File: src/rtl/mac_accumulator_controller.sv
// +------------------------------------------------------------------------------+
// | mac_accumulator_controller: streams (input, weight) pairs into an external     |
// | combinational MAC and returns the finished dot product on a valid/ready port.  |
// | Revision: 1.0                                                                  |
// +------------------------------------------------------------------------------+
`default_nettype none

module mac_accumulator_controller #(
  parameter int DATA_WIDTH    = 8,
  parameter int VECTOR_LENGTH = 4,
  parameter int COUNT_WIDTH   = 8
) (
  input  logic                    clk,
  input  logic                    rst_n,
  input  logic                    clear,
  input  logic                    in_valid,
  output logic                    in_ready,
  input  logic [DATA_WIDTH-1:0]   in_data,
  input  logic [DATA_WIDTH-1:0]   in_weight,
  output logic [2*DATA_WIDTH-1:0] mac_add_value,
  output logic [DATA_WIDTH-1:0]   mac_input_value,
  output logic [DATA_WIDTH-1:0]   mac_weight_value,
  input  logic [2*DATA_WIDTH-1:0] mac_output_value,
  output logic                    out_valid,
  input  logic                    out_ready,
  output logic [2*DATA_WIDTH-1:0] out_data,
  output logic                    busy
);

  localparam logic [COUNT_WIDTH-1:0] LAST_INDEX = COUNT_WIDTH'(VECTOR_LENGTH - 1);

  typedef enum logic [0:0] {
    ACCUM = 1'b0,
    DONE  = 1'b1
  } state_t;

  state_t                  state;
  state_t                  state_next;
  logic [2*DATA_WIDTH-1:0] acc;
  logic [COUNT_WIDTH-1:0]  count;
  logic                    accept;
  logic                    last_pair;

  // The MAC sees the operands every cycle; acc only moves on an accepted pair.
  assign mac_add_value    = acc;
  assign mac_input_value  = in_data;
  assign mac_weight_value = in_weight;

  assign accept    = in_valid && in_ready;
  assign last_pair = (count == LAST_INDEX);
  assign busy      = (count != '0) || (state == DONE);

  always_ff @(posedge clk or negedge rst_n) begin
    if (!rst_n) begin
      state <= ACCUM;
    end else begin
      state <= state_next;
    end
  end

  always_comb begin
    state_next = state;
    in_ready   = 1'b0;
    out_valid  = 1'b0;
    unique case (state)
      ACCUM: begin
        in_ready = 1'b1;
        if (!clear && accept && last_pair) begin
          state_next = DONE;
        end
      end
      DONE: begin
        out_valid = 1'b1;
        if (clear || out_ready) begin
          state_next = ACCUM;
        end
      end
      default: state_next = ACCUM;
    endcase
  end

  // Clear takes priority over a same-cycle accept.
  always_ff @(posedge clk or negedge rst_n) begin
    if (!rst_n) begin
      acc      <= '0;
      count    <= '0;
      out_data <= '0;
    end else if (clear) begin
      acc   <= '0;
      count <= '0;
    end else if (accept) begin
      if (last_pair) begin
        out_data <= mac_output_value;
        acc      <= '0;
        count    <= '0;
      end else begin
        acc   <= mac_output_value;
        count <= count + 1'b1;
      end
    end
  end

endmodule

`default_nettype wire

File: config.mk
export PLATFORM = sky130hd
export DESIGN_NAME = mac_accumulator_controller
export DESIGN_NICKNAME = d
export VERILOG_FILES = /design/src/rtl/mac_accumulator_controller.sv
export SDC_FILE = /design/constraint.sdc
export NUM_CORES = 1
export LEC_CHECK = 0
export ABC_AREA = 1
export BUFFER_PORTS_ARGS = -buffer_cell sky130_fd_sc_hd__buf_4
export CORE_ASPECT_RATIO = 0.8
export CORE_MARGIN = 8
export CORE_UTILIZATION = 47
export CTS_CLUSTER_DIAMETER = 50
export DETAILED_ROUTE_END_ITERATION = 8
export PLACE_DENSITY = 0.8
export SLEW_MARGIN = 20
export SYNTH_ARGS = -nofsm -noshare
export SYNTH_HDL_FRONTEND = slang
export SYNTH_SLANG_ARGS = --single-unit
export TNS_END_PERCENT = 30
File: constraint.sdc
create_clock -name clk -period 1.65 [get_ports clk]
set_input_delay 0.2475 -clock clk [delete_from_list [all_inputs] [get_ports clk]]
set_output_delay 0.2475 -clock clk [all_outputs]
set_load 0.02 [all_outputs]
==> results by group <==
Min path
  • Worst min-delay path startpoint: out_ready
  • Hold Crit Class: input port to flop
  • WHS Endpoint: state
  • Hold path cells: 2

Timing
  • Setup tns final: 0 ns
  • Slew Limit Fails: 0
  • Final Hold Fails: 0
  • Final WS setup: 0.152 ns
  • Tcrit/Tclk final: 0.908
  • Max_slew headroom: 0.663
  • Worst-Margin Slew: 0.505 ns
  • Minimum clock period: 1.50 ns
  • RSZ-0062 raised after global routing: no
  • Final setup vio count: 0
  • Clock Skews: 0.00815 ns
  • Max Fclk: around 670 MHz

Clock tree
  • CTS root buf: clkbuf_8
  • CTS sink count: 41
  • Htree depth: 2
  • Clk slew on worst S/H paths: about 0.080 ns
  • Max Buffers Root-to-Sink: 2
  • Clk_lat worst skew: 0.28 ns
  • Num CTS Buffers: 5
  • Setup Fix Bufs, Post-CTS: 0
  • TritonCTS clock tree: yes

Detailed routing
  • Drt pass-1 iters: 4
  • M1 WL: 2040 µm
  • DR WL/cell: roughly 14 µm
  • Top Metal Used: met4
  • Post-DRT Antenna Nets: 0
  • Drt initial violations: 121
  • Metal3 WL: 440 µm
  • Routed vias/inst: between 4 and 5
  • DRC viols: 0
  • Aggregate routed wire length: about 4500 µm
  • Met2 WL: 2020 µm
  • Via count: between 1500 and 2000

Power
  • PwrDens: 978 mW/mm²
  • Leakage power: 0.00134 µW
  • Maximum vdd drop: ~0.00072 V

Global routing
  • Vias in the first global route: 1562
  • GRT Util Overall: 0.146
  • Overflow after GRT: 0
  • Largest net degree at the start of global routing: 42
  • Antenna violations before repair: 0
  • First-pass GRT wire length: roughly 7300 µm

Worst setup path
  • Crit Path Category: flop to primary output
  • R2R depth: 6
  • Crit Path Max Fanout: 5
  • Worst setup SP type: flop
  • Worst reg2reg setup slack: roughly 0.18 ns
  • Worst r2r src: state
  • Worst EP required: 1.40 ns
  • CP endpoint kind: primary output
  • Worst EP arrival: 1.25 ns
  • R2R Path End: mac_add_value[13]

Cells and area
  • P&R area growth vs syn: 22.0%
  • NumNets Final: 310
  • Fraction of layout cells with a size suffix above 1: 0.277
  • Final std cells w/o fill: approximately 330
  • Final core occ: 0.582
  • Ant. Diodes: 0

Logic synthesis
  • Avg Inst Size Synth: 8.57 µm²
  • Post-synthesis compound-gate area fraction: 0.0166
  • Seq/Total Area, Yosys: 0.525
  • Post-Syn Instances: 228
  • Seq cells post-synth: 41
  • YS warnings: 0
  • Post-Synth Adder-Cell Area: 0.0128
  • Largest family of logic cells by synthesized area: simple AND/OR/NAND/NOR gates
  • Post-synthesis xor/xnor area fraction: 0.00896
  • Area share of and/or/nand/nor cells after synthesis: 0.317
  • Mapped Nets: 267
  • Mapped Area: 0.00195 mm²
  • Netlist cell types: 20
  • Multiplexer area fraction after synthesis: 0

Place
  • Place WS: 0.0644 ns
  • I/O Buffers: 55
  • RePlAce Congestion: 0.786
  • Dpl cells: between 300 and 400
  • Final HPWL DP: 3260 µm

Floorplan
  • Row count: 21
  • Core Region: 0.00410 mm²
  • Die H: 73.7 µm
  • Initial Utilization: 0.477
  • Ports: 88
  • Die ar.: 0.00649 mm²
  • Die Width: 88.1 µm

Status
  • Outcome: finished clean

Run
  • Maximum Capacitance Violations: 0
==> stage by stage <==
stage	total power, µW	hold WS, ns	area, µm²
after floorplan	1490	-0.0481	1950
after global placement	1690	0.253	2270
final	2330	0.121	2380
after global routing	2440	0.105	2380
after CTS	2340	0.119	2370
after detailed placement	1700	0.253	2270
==> sequential cells by signal, summed over array words and instances, names as in the netlist <==
signal,flops
count,8
out_data,16
state,1
mac_add_value,16
==> critical path: stages, from the launching register on <==
cell and delay [ns]:
dfrtp_1 0.42, nor2_1 0.14, nand2_2 0.10, inv_1 0.07, nand4_1 0.07, buf_4 0.17
==> power breakdown <==
| part | switching [µW] | internal (µW) |
|---|---|---|
| Sequential | 60.3 | 1110 |
| Clock | 317 | 332 |
| Combinational | 306 | 212 |
| Total | 682 | 1650 |
==> cell families (layout without fill, tap and decap cells) <==
| group | after synthesis | after routing |
|---|---|---|
| AND/OR/NAND/NOR | 140 | 141 |
| buffers and inverters | 37 | 79 |
| AO/OA/AOI/OAI | 6 | 6 |
| flip-flops | 41 | 41 |
| XOR/XNOR | 2 | 2 |
| adder cells (fa/ha/maj) | 2 | 2 |
==> layout make-up <==
| class | instances | area, µm² |
|---|---|---|
| Fill cell | 392 | 1710 |
| Sequential cell | 41 | 1030 |
| Multi-Input combinational cell | 151 | 706 |
| Timing Repair Buffer | 58 | 438 |
| Clock buffer | 7 | 86.3 |
| Tap cell | 57 | 71.3 |
| Inverter | 14 | 57.6 |
==> worst max path at each step <==
stage	from	to	slack, ns	depth (start not counted)
final	count[6]	busy	0.15	5
after global routing	state	count[7]	0.02	6
after CTS	count[0]	count[4]	0.07	6
after detailed placement	count[0]	count[4]	0.06	6
after global placement	count[0]	count[6]	0.14	6
after floorplan	state	count[5]	0.31	8
==> cell usage after synthesis, drive strengths merged <==
library cell,number,area share
nor2,10,0.041
nand3,23,0.059
xor2,2,0.0090
inv,13,0.025
o31ai,1,0.0038
dfrtp,41,0.52
nand2,106,0.21
clkinv,1,0.0026
nand4,1,0.0032
ha,2,0.013
buf,23,0.092
o21ai,5,0.013
==> cells in the final DEF (no fill, tap or decap) <==
master         synthesis  final
nor2_4                 1      2
inv_2                  1      1
buf_4                 16     57
o21ai_0                5      5
clkbuf_1               0      1
dlygate4sd3_1          0      1
clkbuf_8               0      6
nand3_1               23     23
nand2_1              102    102
clkinvlp_4             0      1
nor2_8                 2      2
ha_1                   2      2
o31ai_1                1      1
nand2_2                2      2
inv_1                 12     11
nor2_1                 6      6
xor2_1                 2      2
nor2_2                 1      1
clkinv_2               1      1
nand4_1                1      1
nand2_4                2      2
dfrtp_1               41     41
==> metal layers <==
| layer | vias to the layer above | global-route usage |
|---|---|---|
| met4 | 0 | 0.0430 |
| met3 | 4 | 0.0603 |
| met5 | - | 0 |
| li1 | 774 | - |
| met1 | 722 | 0.175 |
| met2 | 70 | 0.233 |
==> timing repair <==
item,CTS,global route
hold buffers,1,0
endpoints found under the setup margin,0,8
gates resized for setup,0,2
hold endpoints to repair,41,0
No activity file was read; power rests on OpenSTA's default activity.
